==> src/rtl/mic_meter_pkg.sv <==
// rtl/mic_meter_pkg.sv - shared widths, midscale code and FSM state type for the mic level meter
package mic_meter_pkg;

  localparam int MIC_W        = 12;
  localparam int MAG_W        = 11;
  localparam int LEVEL_W      = 4;
  localparam int MIC_MIDSCALE = 2048;

  typedef enum logic {
    ACCUM  = 1'b0,
    UPDATE = 1'b1
  } meter_state_t;

endpackage

==> src/rtl/peak_hold_decay.sv <==
// rtl/peak_hold_decay.sv - peak level held for HOLD_WINDOWS windows, then decays one step per window
module peak_hold_decay
  import mic_meter_pkg::*;
#(
  parameter int HOLD_WINDOWS = 10
) (
  input  logic               clk,
  input  logic               rst_n,
  input  logic               update,
  input  logic [LEVEL_W-1:0] level_in,
  output logic [LEVEL_W-1:0] level_out
);

  localparam logic [7:0] HOLD = 8'(HOLD_WINDOWS);

  logic [LEVEL_W-1:0] r_level;
  logic [7:0]         r_hold;

  always_ff @(posedge clk or negedge rst_n) begin
    if (!rst_n) begin
      r_level <= '0;
      r_hold  <= '0;
    end else if (update) begin
      if (level_in >= r_level) begin
        r_level <= level_in;
        r_hold  <= HOLD;
      end else if (r_hold != 8'd0) begin
        r_hold <= r_hold - 8'd1;
      end else if (r_level != '0) begin
        r_level <= r_level - 1'b1;
      end
    end
  end

  assign level_out = r_level;

endmodule

==> src/rtl/mic_level_meter.sv <==
// rtl/mic_level_meter.sv - windowed peak-amplitude meter for a 12-bit mic ADC stream
module mic_level_meter
  import mic_meter_pkg::*;
#(
  parameter int WINDOW_SAMPLES = 1000,
  parameter int HOLD_WINDOWS   = 10,
  parameter int MIDSCALE       = MIC_MIDSCALE
) (
  input  logic               clk,
  input  logic               rst_n,
  input  logic               sample_valid,
  input  logic [MIC_W-1:0]   sample,
  output logic [LEVEL_W-1:0] level_raw,
  output logic [LEVEL_W-1:0] level_peak,
  output logic [MIC_W-1:0]   peak_sample,
  output logic               level_valid
);

  localparam logic [MIC_W:0] MID = (MIC_W+1)'(MIDSCALE);
  localparam logic [16:0]    WIN = 17'(WINDOW_SAMPLES);

  meter_state_t r_state, w_state_next;
  logic [15:0]        r_cnt;
  logic [MAG_W-1:0]   r_max_mag;
  logic [MIC_W-1:0]   r_max_code;
  logic [LEVEL_W-1:0] r_level_raw;
  logic [MIC_W-1:0]   r_peak_sample;
  logic               r_level_valid;

  logic [MIC_W:0]   w_diff;
  logic [MAG_W-1:0] w_mag;
  logic [15:0]      w_cnt_base;
  logic [16:0]      w_cnt_next;
  logic [MAG_W-1:0] w_max_base;
  logic             w_take;
  logic             w_win_done;
  logic             w_in_update;

  always_comb begin
    w_diff = ({1'b0, sample} >= MID) ? ({1'b0, sample} - MID) : (MID - {1'b0, sample});
    w_mag  = (|w_diff[MIC_W:MAG_W]) ? '1 : w_diff[MAG_W-1:0];
  end

  // In UPDATE the window state is being cleared, so a sample arriving now starts from zero.
  always_comb begin
    w_cnt_base = w_in_update ? 16'd0 : r_cnt;
    w_max_base = w_in_update ? '0 : r_max_mag;
    w_cnt_next = {1'b0, w_cnt_base} + 17'd1;
    w_take     = sample_valid && ((w_cnt_base == 16'd0) || (w_mag > w_max_base));
    w_win_done = sample_valid && (w_cnt_next == WIN);
  end

  always_ff @(posedge clk or negedge rst_n) begin
    if (!rst_n) r_state <= ACCUM;
    else        r_state <= w_state_next;
  end

  always_comb begin
    w_state_next = r_state;
    case (r_state)
      ACCUM:   w_state_next = w_win_done ? UPDATE : ACCUM;
      UPDATE:  w_state_next = w_win_done ? UPDATE : ACCUM;
      default: w_state_next = ACCUM;
    endcase
  end

  always_comb begin
    w_in_update = (r_state == UPDATE);
  end

  always_ff @(posedge clk or negedge rst_n) begin
    if (!rst_n) begin
      r_cnt      <= '0;
      r_max_mag  <= '0;
      r_max_code <= '0;
    end else begin
      if (sample_valid)     r_cnt <= w_cnt_next[15:0];
      else if (w_in_update) r_cnt <= '0;
      if (w_take) begin
        r_max_mag  <= w_mag;
        r_max_code <= sample;
      end else if (w_in_update) begin
        r_max_mag  <= '0;
        r_max_code <= '0;
      end
    end
  end

  always_ff @(posedge clk or negedge rst_n) begin
    if (!rst_n) begin
      r_level_raw   <= '0;
      r_peak_sample <= '0;
      r_level_valid <= 1'b0;
    end else begin
      r_level_valid <= w_in_update;
      if (w_in_update) begin
        r_level_raw   <= r_max_mag[MAG_W-1 -: LEVEL_W];
        r_peak_sample <= r_max_code;
      end
    end
  end

  peak_hold_decay #(
    .HOLD_WINDOWS(HOLD_WINDOWS)
  ) u_peak_hold_decay (
    .clk      (clk),
    .rst_n    (rst_n),
    .update   (w_in_update),
    .level_in (r_max_mag[MAG_W-1 -: LEVEL_W]),
    .level_out(level_peak)
  );

  assign level_raw   = r_level_raw;
  assign peak_sample = r_peak_sample;
  assign level_valid = r_level_valid;

endmodule
==> config.mk <==
export PLATFORM = sky130hd
export DESIGN_NAME = mic_level_meter
export DESIGN_NICKNAME = d
export VERILOG_FILES = /design/src/rtl/mic_meter_pkg.sv /design/src/rtl/peak_hold_decay.sv /design/src/rtl/mic_level_meter.sv
export SDC_FILE = /design/constraint.sdc
export NUM_CORES = 1
export LEC_CHECK = 0
export CORE_AREA = 4 4 89 91
export DETAILED_ROUTE_END_ITERATION = 7
export DIE_AREA = 0 0 93 95
export PLACE_DENSITY = 0.81
export SYNTH_ARGS = -nofsm -noshare
export SYNTH_HDL_FRONTEND = slang
export SYNTH_SLANG_ARGS = --single-unit
==> constraint.sdc <==
create_clock -name clk -period 6.1 [get_ports clk]
set_input_delay 1.22 -clock clk [delete_from_list [all_inputs] [get_ports clk]]
set_output_delay 1.22 -clock clk [all_outputs]
set_load 0.1 [all_outputs]
---- Yosys cells after proc, flatten, opt, wreduce, memory -nomap -nowiden ----
Index checks and enable logic that the tools add are counted.
cells by class
  add/sub/neg operators ................... 5
  multipliers ............................. 0
  div/mod/pow operators ................... 0
  $lt $le $gt $ge ......................... 3
  equality and inequality tests ........... 2
  shift-type cells ........................ 0
  muxes and demuxes ....................... 14
  bitwise gates (word level) .............. 0
  reductions and logical operators ........ 12
operators with widths
  kind                                                    count
  2-to-1 mux 11 bit                                       3
  2-to-1 mux 16 bit                                       2
  2-to-1 mux 12 bit                                       2
  adder 16 x 1 -> 17 bit (second input constant)          1
  equality test 17 x 10 -> 1 bit (second input constant)  1
  logical NOT 16 bit                                      1
  2-to-1 mux 8 bit                                        2
  2-to-1 mux 13 bit                                       1
  subtractor 12 x 12 -> 13 bit (first input constant)     1
  subtractor 12 x 12 -> 13 bit (second input constant)    1
  >= comparator 12 bit (second input constant)            1
  2-to-1 mux 4 bit                                        3
  greater-than comparator 11 bit                          1
  nonzero test 8 bit                                      1
  subtractor 8 x 1 -> 8 bit (second input constant)       1
  nonzero test 2 bit                                      3
  >= comparator 4 bit                                     1
  nonzero test 4 bit                                      1
  subtractor 4 x 1 -> 4 bit (second input constant)       1
  AND reduction 3 bit                                     1
  logical AND 1 bit                                       2
  inequality test 2 x 1 -> 1 bit (second input constant)  1
  AND reduction 2 bit                                     1
  OR reduction 2 bit                                      1
  2 further kinds                                         2
word-level totals
  register bits after elaboration ......... 69
  bits in latches ......................... 0
  bits in writable memories ............... 0
  memory bits (read-only) ................. 0
  input bits .............................. 15
  output and inout port bits .............. 21
  word-level logic and storage cells ...... 45
  memories kept ........................... 0

---- Depth between registers and ports, before layout ----
  word-level depth ........................ 8
  mapped depth ............................ 13
  depth with buffers taken out ............ 12

---- By module ----
A second synthesis with hierarchy kept.
second synthesis, totals
  cell total of the unflattened synthesis .. 425
  area total of the unflattened synthesis .. 4264.1 um^2
by module, submodules not included
  module           instances  cells each  area an instance (um^2)  sequential area each (um^2)
  mic_level_meter  1          331         3375.7                   1426.4
  peak_hold_decay  1          94          888.4                    300.3

---- Worst setup path before layout ----
No wires, ideal clock.
  path type ............................... in2reg
  start point ............................. input sample[4]
  end point ............................... register r_max_code[10]
  library setup time ...................... 125 ps
  arrival time ............................ 3841 ps
  required time ........................... 5975 ps
  slack ................................... 2135 ps
  stages on the path ...................... 11
  buffers on the path ..................... 1
  path through ............................ nor4_2 -> and3_1 -> a21boi_0 -> o31ai_1 -> ha_1 -> nand4_1 -> a211oi_1 -> a2111oi_0 -> o32ai_2 -> buf_2 -> mux2_2
on the way
  longest elaborated chain between the ends .. 8
  elaborated cells on any way between the ends .. 11
  those cells by class .................... add/sub: 2; order compare: 2; mux: 3; reduce/logical: 4
ends and longest elaborated chain
  element                                                               RTL line               source
  start: declaration                                                    mic_level_meter.sv:12  input logic [MIC_W-1:0] sample,
  subtractor 12 x 12 -> 13 bit or >= comparator 12 bit (tied branches)  mic_level_meter.sv:40  w_diff = ({1'b0, sample} >= MID) ? ({1'b0, sample} - MID) : (MID - {1'b0, sample});
  2-to-1 mux 13 bit (*)                                                 mic_level_meter.sv:40
  OR reduction 2 bit                                                    mic_level_meter.sv:41  w_mag = (|w_diff[MIC_W:MAG_W]) ? '1 : w_diff[MAG_W-1:0];
  2-to-1 mux 11 bit (*)                                                 mic_level_meter.sv:41
  greater-than comparator 11 bit (*)                                    mic_level_meter.sv:49  w_take = sample_valid && ((w_cnt_base == 16'd0) || (w_mag > w_max_base));
  logical OR 1 bit (*)                                                  mic_level_meter.sv:49
  logical AND 1 bit (*)                                                 mic_level_meter.sv:49
  2-to-1 mux 12 bit or nonzero test 2 bit (tied branches)               --
  end signal: assignment                                                mic_level_meter.sv:81  r_max_code <= sample;
  end: declaration                                                      mic_level_meter.sv:25  logic [MIC_W-1:0] r_max_code;
Mark *: on every way between the ends. The rest lies on a longest branch, timed or not.
A chain may end at the register's enable or synchronous reset.

---- Worst setup path in the final report ----
  start point ............................. input sample[4]
  end point ............................... register r_max_mag[0]
on the way
  longest elaborated chain between the ends .. 8
  elaborated cells on any way between the ends .. 10
  those cells by class .................... add/sub: 2; order compare: 2; mux: 3; reduce/logical: 3
ends and longest elaborated chain
  element                                                               RTL line               source
  subtractor 12 x 12 -> 13 bit or >= comparator 12 bit (tied branches)  mic_level_meter.sv:40
  2-to-1 mux 13 bit (*)                                                 mic_level_meter.sv:40
  OR reduction 2 bit                                                    mic_level_meter.sv:41
  2-to-1 mux 11 bit (*)                                                 mic_level_meter.sv:41
  greater-than comparator 11 bit                                        mic_level_meter.sv:49
  logical OR 1 bit                                                      mic_level_meter.sv:49
  logical AND 1 bit                                                     mic_level_meter.sv:49
  2-to-1 mux 11 bit (*)                                                 mic_level_meter.sv:79  if (w_take) begin
  end signal: assignment                                                mic_level_meter.sv:80  r_max_mag <= w_mag;
  end: declaration                                                      mic_level_meter.sv:24  logic [MAG_W-1:0] r_max_mag;
Marked as above.

==> results.md <==
Status:
- The run finished with clean final reports.

Global route:
- The number of antenna violations at the first check in global routing is 0.
- Global routing used around 22% of the available tracks.
- The via count of the first global-routing pass is ~3400.
- Entering global routing, the biggest net connects 70 pins.
- The first global-routing pass estimated roughly 15000 um of wire.
- After global routing the overflow that remains totals 0.

Clocking:
- The clock tree synthesis step divided the H-tree into 3 levels.
- The clock tree from TritonCTS is done.
- The clock sink total is slightly below 70.
- The source-to-sink clock delay at the later pin of the worst-skew pair is roughly 0.35 ns.
- For this design, the CTS-stage hold fixing added 0 buffers.
- The number of buffers created by CTS is 9.
- No sink is reached through more buffers than the 2 on the longest clock path.
- After clock tree synthesis, the clock-pin slew on the worst setup and hold paths is about 0.07 ns.
- After clock tree synthesis, the repair step resized 0 gates.
- The post-CTS setup-driven buffer insertion count is 0.
- The master cell of the clock root buffer is clkbuf_8.

Setup path:
- The worst setup path is of the primary input to flop kind.
- The first element of the critical path is sample[4].
- The arrival time of data at the critical path endpoint is approximately 5.1 ns.
- The critical path endpoint category is a flop.
- The startpoint type of the worst setup path is a primary input.
- The largest fanout on the critical path is 15.
- The required time at the endpoint of the critical path is around 6.4 ns.
- The worst register-to-register path begins at r_state.

Logic synthesis:
- The number of register bits inferred by synthesis is between 60 and 70.
- The number of warnings reported in the yosys synthesis log is 0.
- The async set-or-reset flop fraction in the synthesized netlist is 100%.
- The share of synthesized area occupied by flip-flops and latches is about two fifths.
- Counting every net in the synthesized netlist gives roughly 470.
- In this run, synthesis inferred 0 flip-flops with an integrated enable.
- In this run the cell area of the synthesized design comes to 4210 um2.
- The commonest register cell after synthesis is dfrtp_1.
- The synthesized area divided by synthesized cell count is 9.77 um2.
- Counting every instance in the synthesized netlist gives between 400 and 500.
- After synthesis, the netlist uses between 50 and 60 different library cells.

Finish:
- The fraction of the core area covered by cells at the end of the flow is around two thirds.
- 0 antenna diodes ended up in the layout.
- The net count of the finished layout is 497.
- After routing the design area is between 4000 and 5000 um2.
- The area overhead of the layout relative to synthesis is 14.8%.
- Cells with a size suffix above 1 make up 11.0% of the layout.
- The non-filler instance count after layout is about 560.

Power and ir drop:
- Total power for the finished layout comes to about 1.6 mW.
- The total power divided by cell area is between 300 and 400 nW/um2.
- The maximum vdd drop is ~180 uV.
- The standby leakage power is between 2 and 2.5 nW.

STA:
- On the final layout, the worst hold slack is 0.507 ns.
- The number of max-slew violations in the final report is 0.
- Setup repair after global routing left no endpoint under its margin.
- Clock skew on the completed layout was measured at 0.0133 ns.
- Once routing completed, OpenROAD measured the worst setup slack at between 1 and 1.5 ns.
- In this run the tightest slew margin relative to its limit is approximately 35%.
- At the pin with the least slew margin, the transition time is ~0.98 ns.
- The final count of hold timing violations is 0.
- The highest clock rate is slightly above 0.2 GHz.
- Setup violations remaining at the end of the flow were counted as 0.
- The total negative setup slack is 0 ns.
- The worst path needs a little under 5 ns of the cycle, external delays included.
- The period utilization is slightly below 80%.

Drt:
- The first routing iteration left 140 violations.
- The remaining antenna violation count after routing is 0.
- The via count is around 3300.
- For this run, design rule violations remaining after detail routing come to 0.
- In the routed layout, each cell is associated on average with a via count of a little under 6.
- The detail-routed net length per standard cell is between 15 and 20 um.
- Before antenna repair, the detailed router went through 5 iterations.
- The total wire length is 8750 um.

Min path:
- In this run the most critical hold path is launched from peak_sample[10].
- In this run the worst hold path is classified as flop to flop.

Floorplan:
- For this configuration, the core starts out at a cell density of 59.0%.
- The width of the die is 93 um.
- After floorplanning, the core was sized to cover 7140 um2.
- The overall die height is between 90 and 100 um.
- For this design the top-level I/O count stands at 36.
- In this run the core area contains 31 standard-cell rows.
- The die footprint is roughly 8800 um2.

Job:
- The max-cap check violation count is 0.

Placed design:
- The sum of net half-perimeters after detailed placement is 5990 um.
- The area of placed instances is roughly 4600 um2.
- The count of buffers inserted at the top-level ports is 35.
- After detailed placement, the design holds a cell count of ~550.
- At the end of routability-driven placement, the weighted congestion stood at ~0.87.
- Prior to clock tree synthesis, the placed netlist has a worst setup slack of just over 0.9 ns.
critical path, cell delays in order:
cell and delay, ns:
clkdlybuf4s50_1 0.49, nor4_2 0.58, and3_1 0.28, a21boi_0 0.25
o31ai_1 0.13, ha_1 0.33, nand4_1 0.13, a211oi_1 0.26
a2111oi_0 0.15, o32ai_4 0.73, buf_4 0.33, mux2i_1 0.23
registers in the layout, indices dropped and copies added (netlist names), 4 cells and up:
| register | flops |
|---|---|
| r_max_mag | 11 |
| level_raw | 4 |
| u_peak_hold_decay.r_hold | 8 |
| peak_sample | 12 |
| r_max_code | 12 |
| r_cnt | 16 |
| u_peak_hold_decay.level_out | 4 |
synthesized netlist by cell type (3+ instances only):
library cell  number  share of area [%]
nand3_1           14                1.7
mux2i_1           13                3.1
and4b_1            3               0.71
nand4_1           10                1.5
mux2_1             5                1.3
xnor2_1           20                4.2
xor2_1             6                1.2
a31oi_1            4               0.59
buf_2              7               0.83
a211oi_1           3               0.53
buf_4              3               0.53
or3_1              5               0.74
buf_1              4               0.36
nor2b_1           16                2.4
dfrtp_1           69                 41
nor2_1            26                2.3
ha_1              23                6.8
a21oi_1           14                1.7
nand2b_1           3               0.45
clkbuf_1           7               0.62
nor3_1             8               0.95
nand2_1           31                2.8
inv_1             29                2.6
and3_1             3               0.45
o22ai_1            4               0.59
or4_1              3               0.53
nor4_1            10                1.5
and2_1             9                1.3
o21ai_0           15                1.8
mux2_2            23                6.2
power by group:
part,switching (mW),internal [mW],total [mW]
clock,0.181,0.232,0.413
sequential,0.0922,0.559,0.651
combinational,0.275,0.228,0.503
cell usage in the layout (no fill, tap or decap), types with 3 or more instances in the layout:
cell / Yosys / layout
buf_4: 3 / 3
nor2_1: 26 / 26
xnor2_1: 20 / 20
and3_1: 3 / 3
nand4_1: 10 / 10
and4b_1: 3 / 3
mux2i_1: 13 / 13
a211oi_1: 3 / 3
a21oi_1: 14 / 14
nand2_1: 31 / 31
and2_1: 9 / 9
nand3_1: 14 / 14
mux2_2: 23 / 23
mux2_1: 5 / 5
nor2b_1: 16 / 16
clkdlybuf4s50_1: 0 / 34
o22ai_1: 4 / 4
nor3_1: 8 / 8
nand2b_1: 3 / 3
dfrtp_1: 69 / 68
clkbuf_8: 0 / 9
ha_1: 23 / 23
a31oi_1: 4 / 4
xor2_1: 6 / 6
or3_1: 5 / 5
or4_1: 3 / 3
nor4_1: 10 / 10
inv_1: 29 / 29
o21ai_0: 15 / 15
routing by layer:
metal  up-vias  track usage (%)  wire [um]
met2        84             36.7       4290
met5         -                0          0
met1      1576             27.3       3880
li1       1595                -          -
met3        17             5.66        419
met4         0             7.69        161
final timing paths:
path | to | slack [ns] | depth (start not counted)
min in group asynchronous | r_cnt[11] | 1.05 | 2
worst max register to register | r_max_mag[0] | 2.84 | 10
worst min-delay path | peak_sample[10] | 0.51 | 1
max in group asynchronous | r_state | 4.44 | 2
worst max-delay path | r_max_mag[0] | 1.27 | 12
worst min register to register | peak_sample[10] | 0.51 | 1
layout make-up:
class	count	area (um2)
multi-input combinational	311	2280
clock inverter	5	85.1
fill	563	2300
clock buffer	11	131
timing repair buffer	38	368
tap	99	124
sequential	69	1730
inverter	30	113
cell families (layout without fill, tap and decap cells):
kind of cell	Yosys count	count (layout)	share of synthesized area, %
simple gates	154	154	19.9
flops	69	69	41.0
compound gates	67	67	11.2
buf+inv	51	84	5.02
mux	41	41	10.6
xor+xnor	26	26	5.41
fa+ha+maj	23	23	6.84
Power figures use the tool's default switching activity.
